### config.mk
export PLATFORM = sky130hd
export DESIGN_NAME = y3012_deserializer
export DESIGN_NICKNAME = d
export VERILOG_FILES = /design/src/rtl/y3012_deserializer.sv
export SDC_FILE = /design/constraint.sdc
export NUM_CORES = 1
export LEC_CHECK = 0
export ABC_AREA = 0
export CAP_MARGIN = 30
export CORE_UTILIZATION = 50
export DETAILED_ROUTE_END_ITERATION = 10
export PLACE_DENSITY = 0.76
export SLEW_MARGIN = 20
export SYNTH_ARGS = -nofsm -noshare
export SYNTH_HDL_FRONTEND = slang
export SYNTH_SLANG_ARGS = --single-unit
### constraint.sdc
create_clock -name phiM -period 2.1 [get_ports phiM]
set_clock_uncertainty 0.05 [all_clocks]
set_input_delay 0.525 -clock phiM [delete_from_list [all_inputs] [get_ports phiM]]
set_output_delay 0.525 -clock phiM [all_outputs]
set_load 0.05 [all_outputs]
### src/rtl/y3012_deserializer.sv
// YM3012 replacement: deserializes the YM2151 SO/SH1/SH2 DAC stream into
// signed 16-bit linear stereo samples behind a valid/ready handshake.
module y3012_deserializer (
    input  logic        phiM,
    input  logic        reset,
    input  logic        phi1,
    input  logic        SO,
    input  logic        SH1,
    input  logic        SH2,
    output logic [15:0] left,
    output logic [15:0] right,
    output logic        out_valid,
    input  logic        out_ready,
    output logic        overrun,
    output logic        frame_err
);

    logic        phi1_q, sh1_q, sh2_q;
    logic [15:0] shreg_q, shreg_d;
    logic [4:0]  bitcnt_q, bitcnt_d;
    logic        have_left_q, have_left_d;
    logic signed [15:0] left_hold_q, left_hold_d;
    logic signed [15:0] left_q, left_d;
    logic signed [15:0] right_q, right_d;
    logic        out_valid_q, out_valid_d;
    logic        overrun_q, overrun_d;
    logic        frame_err_q, frame_err_d;

    logic rise, fall1, fall2, full, have_eff, load;
    logic signed [15:0] word_dec;

    // Offset-binary mantissa minus 512 is just the MSB inverted.
    function automatic logic signed [15:0] decode(input logic [15:0] w);
        logic [2:0]         e;
        logic signed [15:0] m;
        e = w[15:13];
        m = {{6{~w[12]}}, ~w[12], w[11:3]};
        if (e == 3'd0)
            return 16'sd0;
        else
            return m <<< (e - 3'd1);
    endfunction

    assign rise     = phi1 & ~phi1_q;
    assign fall1    = sh1_q & ~SH1;
    assign fall2    = sh2_q & ~SH2;
    assign full     = (bitcnt_q == 5'd16);
    assign word_dec = decode(shreg_q);

    always_comb begin
        shreg_d     = shreg_q;
        bitcnt_d    = bitcnt_q;
        have_left_d = have_left_q;
        left_hold_d = left_hold_q;
        left_d      = left_q;
        right_d     = right_q;
        out_valid_d = out_valid_q;
        overrun_d   = 1'b0;
        frame_err_d = 1'b0;
        have_eff    = have_left_q;
        load        = 1'b0;

        if (rise) begin
            shreg_d = {SO, shreg_q[15:1]};
            if (!full)
                bitcnt_d = bitcnt_q + 5'd1;
        end

        // Left word first, so a coincident SH2 fall sees the fresh left_hold.
        if (fall1) begin
            if (full) begin
                left_hold_d = word_dec;
                have_left_d = 1'b1;
                have_eff    = 1'b1;
            end else begin
                frame_err_d = 1'b1;
            end
        end

        if (fall2) begin
            if (full && have_eff) begin
                right_d     = word_dec;
                left_d      = left_hold_d;
                have_left_d = 1'b0;
                load        = 1'b1;
            end else begin
                frame_err_d = 1'b1;
            end
        end

        // A rise coinciding with a word end is the first bit of the next word.
        if (fall1 || fall2)
            bitcnt_d = rise ? 5'd1 : 5'd0;

        if (out_valid_q && out_ready)
            out_valid_d = 1'b0;
        if (load) begin
            out_valid_d = 1'b1;
            overrun_d   = out_valid_q & ~out_ready;
        end
    end

    always_ff @(posedge phiM) begin
        if (reset) begin
            phi1_q      <= 1'b1;
            sh1_q       <= 1'b1;
            sh2_q       <= 1'b1;
            shreg_q     <= 16'd0;
            bitcnt_q    <= 5'd0;
            have_left_q <= 1'b0;
            left_hold_q <= 16'sd0;
            left_q      <= 16'sd0;
            right_q     <= 16'sd0;
            out_valid_q <= 1'b0;
            overrun_q   <= 1'b0;
            frame_err_q <= 1'b0;
        end else begin
            phi1_q      <= phi1;
            sh1_q       <= SH1;
            sh2_q       <= SH2;
            shreg_q     <= shreg_d;
            bitcnt_q    <= bitcnt_d;
            have_left_q <= have_left_d;
            left_hold_q <= left_hold_d;
            left_q      <= left_d;
            right_q     <= right_d;
            out_valid_q <= out_valid_d;
            overrun_q   <= overrun_d;
            frame_err_q <= frame_err_d;
        end
    end

    assign left      = left_q;
    assign right     = right_q;
    assign out_valid = out_valid_q;
    assign overrun   = overrun_q;
    assign frame_err = frame_err_q;

endmodule

==> impl.org, run 1 <==
** Clocking
- TritonCTS clock tree :: yes
- The number of hold buffers added after CTS was 0.
- Clock transition time at the flip-flop clock pins of the worst setup and hold paths :: ~0.08 ns
- Insertion delay to the later sink of the worst-skew pair :: approximately 0.35 ns
- Clk sink count :: between 70 and 80
- The number of clock buffers added by TritonCTS is 9.
- In this run the deepest clock path goes through 2 buffers.
- Cell at the root of the clock tree :: clkbuf_8
- Maximum level of the CTS H-tree :: 3

** Worst hold path
- HP Class :: flip-flop to flip-flop
- Min-Delay Endpoint :: right[12]$_SDFFE_PP0P_
- Number of cells on the worst hold path :: 2
- In this run the most critical hold path is launched from right[12]$_SDFFE_PP0P_.

** Setup path
- Arrival @ worst endpoint :: about 1.5 ns
- At the worst endpoint, the required time is ~1.5 ns.
- In this run the critical register-to-register path is launched from shreg_q[13]$_SDFFE_PP0P_.
- Largest delay contributor family on the critical path :: buffers and inverters
- Crit path buf inv count :: 1
- Max incr delay on CP :: between 0.8 and 0.9 ns
- On the critical path, the stage with the largest delay is an instance of clkdlybuf4s50_1.
- Critical path endpoint category :: output port
- Category of the critical setup timing path :: flip-flop to output port
- For the worst flop-to-flop path, the logic depth is 7.
- The worst register-to-register path has a setup slack of 0.11 ns.
- Cell breakdown of the critical path :: clkdlybuf4s50_1
- Kind of start point of the critical path :: flip-flop
- The endpoint identified for the worst register-to-register timing path is left[5]$_SDFFE_PP0P_.
- In this run the worst path has a maximum fanout of 2.

** Logic synthesis
- Among all flip-flop cells after synthesis, the most frequent one is dfxtp_1.
- Number of different library cells in the post-synthesis netlist :: 50
- Mapped Cells :: 356
- Yosys instantiated no cell more often than dfxtp_1.
- Number of enable flip-flop cells after synthesis :: 0
- Syn. warnings :: 0
- By count the netlist is led by 73 x dfxtp_1, 45 x nand2_1, 38 x nor2_1, 28 x a21oi_1, 16 x a211oi_1.
- Post-synthesis cell area :: roughly 3300 µm²
- Portion of synthesized cell area occupied by the leading cell type :: 0.4414
- Fraction of synthesis flops using an asynchronous set or reset pin :: 0
- Sequential cell area fraction in the yosys report :: 0.4414
- Per-instance average area after synthesis :: between 9 and 10 µm²
- In this run, synthesis produced a sequential element count of 73.
- Top cell type by total area after synthesis :: dfxtp_1
- Net Count, Synth :: 367
- Main area contributors after synthesis :: dfxtp_1 44%, nand2_1 5.1%, nor2_1 4.3%, a21oi_1 4.2%, mux4_2 4.1%

** Global route
- Entering global routing, the biggest net connects 45 pins.
- The total overflow left after global routing is 0.
- Across every metal layer, demand over resource in global routing totals 0.2198.
- Antenna violations before repair :: 0
- The first global-routing pass estimated around 12000 µm of wire.
- Vias in the first global route :: 2580

** Timing
- The smallest clock period supported by the final layout is computed as ~2.1 ns.
- For this run, the top clock speed supported by timing is roughly 480 MHz.
- Once routing completed, OpenROAD measured the worst setup slack at between 0.03 and 0.04 ns.
- Setup repair after global routing could not meet its margin everywhere.
- Setup-violating endpoint count in the final report :: 0
- For the pin with the worst max-slew slack, the measured transition is approximately 0.74 ns.
- The max-slew violation count is 0.
- Tightest slew margin relative to the limit :: 0.5082
- On the final layout, the worst hold slack is between 0.4 and 0.5 ns.
- The count of final hold-check violations is 0.
- Of the available clock period, the critical path in the final layout requires 0.9855.

** Die
- After floorplanning, the core was divided into 29 placement rows.
- I/O pin count :: 42
- The initial utilization of the core area, before any placement, comes to 0.5184.
- The die covers just under 7000 µm².
- The die is 83.37 µm tall.
- The region available for standard cell placement spans ~6400 µm².
- Horizontal die dimension :: 83.37 µm

** Job
- Count of max-cap constraint violations :: 0

** Placed design
- DP Worst Slack :: -0.1289 ns
- At the end of routability-driven placement, the weighted congestion stood at between 0.9 and 1.
- IO buf count :: between 40 and 50
- Post-detailed-placement cell area :: around 3900 µm²
- Detailed placement finished with a half-perimeter wire length of 5330 µm.

** Layout
- After the last flow step, the layout net total stands at between 400 and 500.
- Area used by sequential logic in the layout :: between 1000 and 1500 µm²
- The repair_antennas step left the layout with diodes totalling 0.
- At the end of the flow the core is filled with cells to 0.6546.
- Layout cell share with drive strength beyond 1 :: 0.2132
- The filler cells instantiated in the layout total roughly 520.
- Summing all multi-input logic gate instances after layout gives 1730 µm².
- After routing the design area is around 4200 µm².
- Area grow syn2layout :: 26.27%

** Route
- The detail route stage leaves a number of antenna-violating nets equal to 0.
- Number of design rule violations left after detail routing :: 0
- Detailed-route wire length per cell :: between 15 and 20 µm
- DR vias/cell :: around 5.6
- 1st-iter DRT viols :: approximately 140
- The first TritonRoute pass finished after 4 iterations.
- Final Routed Wirelength :: between 7000 and 8000 µm
- The routed layout has about 2.7k vias.

** Power
- Across the VDD grid, the largest voltage drop is a little under 0.5 mV.
- Total power per unit cell area :: between 600 and 700 nW/µm²
- For this design the static power due to leakage is ~1.7 nW.

** Status
- Result of the run :: completed
## logic make-up after synthesis
| kind of cell | Yosys count | share of synthesized area |
|---|---|---|
| simple gates | 142 | 0.2154 |
| compound gates | 84 | 0.1984 |
| flops | 73 | 0.4414 |
| buf+inv | 35 | 0.05404 |
| mux | 14 | 0.06500 |
| xor+xnor | 4 | 0.01058 |
| fa+ha+maj | 4 | 0.01512 |
## registers in the layout, indices dropped and copies added (netlist names), 5 cells and up
register / count
bitcnt_q: 5
left: 16
left_hold_q: 16
right: 16
shreg_q: 13
## layer usage
metal	vias to the layer above	track usage	part of all wire
met4	0	0.07524	0.016
met2	44	0.3763	0.50
met5	-	0	0
li1	1364	-	-
met3	9	0.05765	0.038
met1	1303	0.2670	0.45
## metrics by stage
stage	instances	total power [mW]	TNS (ns)
floorplan	356	1.489	-0.3696
global placement	468	1.523	-0.04217
detailed placement	468	1.525	-0.6682
CTS	484	2.727	0
global route	485	2.802	-0.001278
finish	485	2.701	0
## placed cells by master, fill, tap and decap left out, types with 4 or more instances in the layout
cell type         n
dfxtp_1          72
nand2_1          43
nor2_1           38
a21oi_1          28
buf_4            26
dlymetal6s2s_1   18
a211oi_1         16
nor3_1           13
clkdlybuf4s50_1  13
nand3b_1          9
clkbuf_8          9
nand3_1           8
inv_1             6
o211ai_2          6
mux4_2            6
mux2i_1           6
a22oi_2           5
nand4b_1          5
nand2b_1          4
o211ai_1          4
dlygate4sd2_1     4
## how the worst max path moves through the flow
stage	startpoint	to	slack, ns	cells past startpoint
global route	shreg_q[13]$_SDFFE_PP0P_	left[5]$_SDFFE_PP0P_	-0.001	7
detailed placement	SH1	left[12]$_SDFFE_PP0P_	-0.13	7
CTS	right[11]$_SDFFE_PP0P_	right[11]	0.002	1
finish	right[4]$_SDFFE_PP0P_	right[4]	0.03	1
global placement	SH1	right[5]$_SDFFE_PP0P_	-0.03	7
floorplan	shreg_q[13]$_SDFFE_PP0P_	left[15]$_SDFFE_PP0P_	-0.07	9
## power breakdown
| group | internal, mW | switching (mW) |
|---|---|---|
| Sequential | 1.39 | 0.00346 |
| Combinational | 0.0404 | 0.0616 |
| Clock | 0.675 | 0.532 |
| Total | 2.10 | 0.597 |
## cell type report
cell class	instances	area share
sequential	73	0.3499
timing repair buffer	65	0.1556
clock buffer	10	0.03053
multi-input combinational	248	0.4139
inverter	6	0.005388
tap	77	0.02305
clock inverter	6	0.02155
## timing repair
item,4_1_cts,5_1_grt
pin swaps,0,3
endpoints found under the setup margin,6,36
endpoints found under the hold margin,0,0
resized for setup,5,27
setup buffers,0,1
Power figures use the tool's default switching activity.
==> run 2: changes to the inputs <==
--- a/config.mk
+++ b/config.mk
@@ -7,9 +7,9 @@
 export LEC_CHECK = 0
 export ABC_AREA = 0
 export CAP_MARGIN = 30
-export CORE_UTILIZATION = 50
+export CORE_UTILIZATION = 59
 export DETAILED_ROUTE_END_ITERATION = 10
-export PLACE_DENSITY = 0.76
+export PLACE_DENSITY = 0.84
 export SLEW_MARGIN = 20
 export SYNTH_ARGS = -nofsm -noshare
 export SYNTH_HDL_FRONTEND = slang
==> constraint.sdc (replaced) <==
create_clock -name phiM -period 2.4 [get_ports phiM]
set_clock_uncertainty 0.05 [all_clocks]
set_input_delay 0.6 -clock phiM [delete_from_list [all_inputs] [get_ports phiM]]
set_output_delay 0.6 -clock phiM [all_outputs]
set_load 0.05 [all_outputs]
==> run 2 against run 1 <==
  * Register-to-register slack improved by 0.16 ns
  * Hold slack got worse by 0.00058 ns
  * Combinational power decreased by 18%
  * Via count increased by 0.85%
  * Routed wire length decreased by 4.4%
  * Critical path type unchanged
  * Highest routed layer unchanged
==> impl.org, run 2 (synthesized netlist as in run 1, its figures left out) <==
** Status
- The run finished with clean final reports.

** Setup path
- The worst register-to-register path ends at left_hold_q[9]$_SDFF_PP0_.
- The worst setup path is of the flip-flop to output port kind.
- Crit path buf inv count :: 1 (unchanged)
- The arrival time at the worst endpoint was 1.51 ns (+0.02 ns).
- The delay of the slowest critical-path stage was 0.82 ns (about the same).
- The path depth of the worst reg2reg path came to 5 (-2).
- Walking the worst path, the cells encountered are clkdlybuf4s50_1.
- Slowest cell on crit path :: clkdlybuf4s50_1
- The largest fanout on the critical path was 2 (unchanged).
- Setup slack on the worst flop-to-flop path :: 0.27 ns (+0.16 ns)
- The path length in cells of the critical path came to 1 (unchanged).
- Data required, critical path :: 1.75 ns (+0.23 ns)
- Critical path endpoint category :: output port
- STA classifies the critical path startpoint as a flip-flop.
- The startpoint identified for the worst register-to-register timing path is shreg_q[14]$_SDFFE_PP0P_.
- Broken down by cell family, the worst path's largest delay share belongs to buffers and inverters.

** Clocking
- TritonCTS built the clock tree.
- The insertion delay to the later sink of the worst-skew pair was 0.35 ns (about the same).
- Cell at the root of the clock tree :: clkbuf_8
- Hold buffers post-CTS :: 0 (unchanged)
- The number of buffers on the longest clock path is 2 (unchanged).
- The post-cts repair resize count was 0 (-5).
- Maximum level of the CTS H-tree :: 3 (unchanged)
- The clock input transition at the sequential cells of the worst setup and hold paths was 0.07 ns (about the same).
- The number of post-CTS setup repair buffers is 0 (unchanged).
- Clk sink count :: 73 (unchanged)
- The number of buffers added by the clock tree synthesis step came to 9 (unchanged).

** Global route
- The first-pass GRT wire length was 11690 µm (-3.4%).
- Vias in the first global route :: 2430 (-5.8%)
- The combined global-route utilization of all metal layers came to 0.2540 (+0.03421).
- Total grt overflow :: 0 (unchanged)
- The maximum number of pins on one net before global-route repair is 71 (+58%).
- Antenna violations before repair :: 0 (unchanged)

** Timing
- Pins Over Slew Limit :: 0 (unchanged)
- Tightest Pin Transition :: 0.5513 ns (-0.1864 ns)
- Final hold vios :: 0 (unchanged)
- Highest clock frequency the design can meet :: between 400 and 500 MHz
- The worst-case headroom to the max-slew limit came to 0.6298 (+0.1216).
- Setup tns final :: 0 ns (unchanged)
- Hold slack final :: 0.4067 ns (-0.0005800 ns)
- RSZ-0062 raised after global routing :: no
- Min cycle time layout :: around 2.2 ns
- The total setup violations reported at the end of the flow was 0 (unchanged).
- Final critical-path share of the clock period :: 0.9006

** Route
- Number of design rule violations left after detail routing :: 0 (unchanged)
- The number of detailed-route iterations in the first pass came to 4 (unchanged).
- The detail-routed net length per standard cell was 14.99 µm (-0.91%).
- The vias after detailed routing is 2743 (+0.85%).
- DR vias/cell :: 5.861 (+4.5%)
- 1st-iter DRT viols :: 153 (+13%)
- Count of antenna-violating nets left after detailed routing :: 0 (unchanged)
- The total wirelength of the detailed-routed design was 7017 µm (-4.4%).

** Placed design
- The number of buffer cells added on primary ports came to 41 (unchanged).
- The instance count after placement with tap cells included is 452 (-3.4%).
- The detailed-placement wirelength estimate came to 5012 µm (-6.0%).
- The global placer's final weighted congestion was 0.9400 (-3.5%).

** Layout
- The library cell used most frequently in the layout, excluding fill and tap cells, is dfxtp_1.
- The count of non-filler cells in the finished layout is 468 (-3.5%).
- In the layout the commonest cells are 73 x dfxtp_1, 45 x nand2_1, 40 x clkdlybuf4s50_1.
- Layout cell share with drive strength beyond 1 :: 0.1533 (-0.05997)
- Nets :: 404 (-2.4%)
- From synthesis to final layout, the design area changed by 20.18%.
- Antenna fix cells :: 0 (unchanged)

** Worst hold path
- Number of cells on the worst hold path :: 2 (unchanged)
- HP Class :: flip-flop to flip-flop
- The worst hold path begins at right[13]$_SDFFE_PP0P_.
- Min-Delay Endpoint :: right[13]$_SDFFE_PP0P_

** Power
- Int Pwr :: 1.751 mW (-17%)
- The total power divided by cell area is 564.4 nW/µm² (-13%).
- Net switching share of the total power :: 0.2201 (-0.0007953)
- The switching power is 0.4943 mW (-17%).
- The share of total power in the clock network was 0.420 (-0.027).
- The peak ir drop on the vdd network came to 0.4290 mV (-12%).
- The sequential cell fraction of total power is 0.543 (+0.028).
- The leakage dissipation was 1.312 nW (-25%).
- The relative contribution of combinational cells to total power came to 0.037 (about the same).

** Die
- Die height :: 76.91 µm (-7.7%)
- Die ar. :: 5915 µm² (-15%)
- The die span in x is 76.91 µm (-7.7%).
- The area inside the core boundary is 5270 µm² (-17%).
- The starting utilization of the core area is 0.6282 (+0.1098).
- The boundary pin count came to 42 (unchanged).
- The number of cell rows is 26 (-10%).

** Job
- Count of max-cap constraint violations :: 0 (unchanged)
run 2: worst max-delay path by stage:
stage / from / end / slack [ns]
floorplan: shreg_q[13]$_SDFFE_PP0P_ / left[4]$_SDFFE_PP0P_ / 0.19
global placement: SH1 / left[14]$_SDFFE_PP0P_ / 0.18
detailed placement: SH1 / left[13]$_SDFFE_PP0P_ / 0.13
CTS: shreg_q[14]$_SDFFE_PP0P_ / left_hold_q[7]$_SDFF_PP0_ / 0.20
global route: shreg_q[14]$_SDFFE_PP0P_ / left_hold_q[9]$_SDFF_PP0_ / 0.04
finish: left[3]$_SDFFE_PP0P_ / left[3] / 0.24
run 2: power by group through the flow:
stage	clock network, mW	logic [mW]	registers, mW
after floorplan	0	0.0530	1.25
after global placement	0	0.0813	1.25
after detailed placement	0	0.0832	1.25
after CTS	0.955	0.0835	1.22
after global routing	1.01	0.0909	1.22
final	0.943	0.0840	1.22
run 2: cell type report:
class | count | area, µm²
clock buffer | 11 | 141.4
clock inverter | 5 | 55.05
fill | 389 | 1291
inverter | 6 | 22.52
multi-input combinational | 248 | 1675
sequential | 73 | 1461
tap | 70 | 87.58
timing repair buffer | 55 | 535.5
run 2: through the flow:
stage / utilization / cell area, µm² / setup WS, ns / total power [mW]
2_1_floorplan: - / 3311 / 0.1860 / 1.303
3_3_place_gp: 0.7168 / 3777 / 0.1795 / 1.328
3_5_place_dp: 0.7168 / 3777 / 0.1333 / 1.330
4_1_cts: 0.7540 / 3974 / 0.1973 / 2.257
5_1_grt: 0.7550 / 3979 / 0.03707 / 2.324
6_report: 0.7550 / 3979 / 0.2386 / 2.246
run 2: routing by layer:
layer | global-route usage | up-vias | wire length, µm
met4 | 0.1000 | 0 | 138
met5 | 0 | - | 0
met1 | 0.3171 | 1301 | 3195
met3 | 0.07619 | 15 | 332
li1 | - | 1348 | -
met2 | 0.4089 | 79 | 3350
run 2: worst register-to-register path, cell delays in order, from the launching register on:
cell      delay (ns)
dfxtp_1         0.35
inv_1           0.06
ha_1            0.44
mux4_2          0.59
a22oi_1         0.37
a211oi_1        0.14
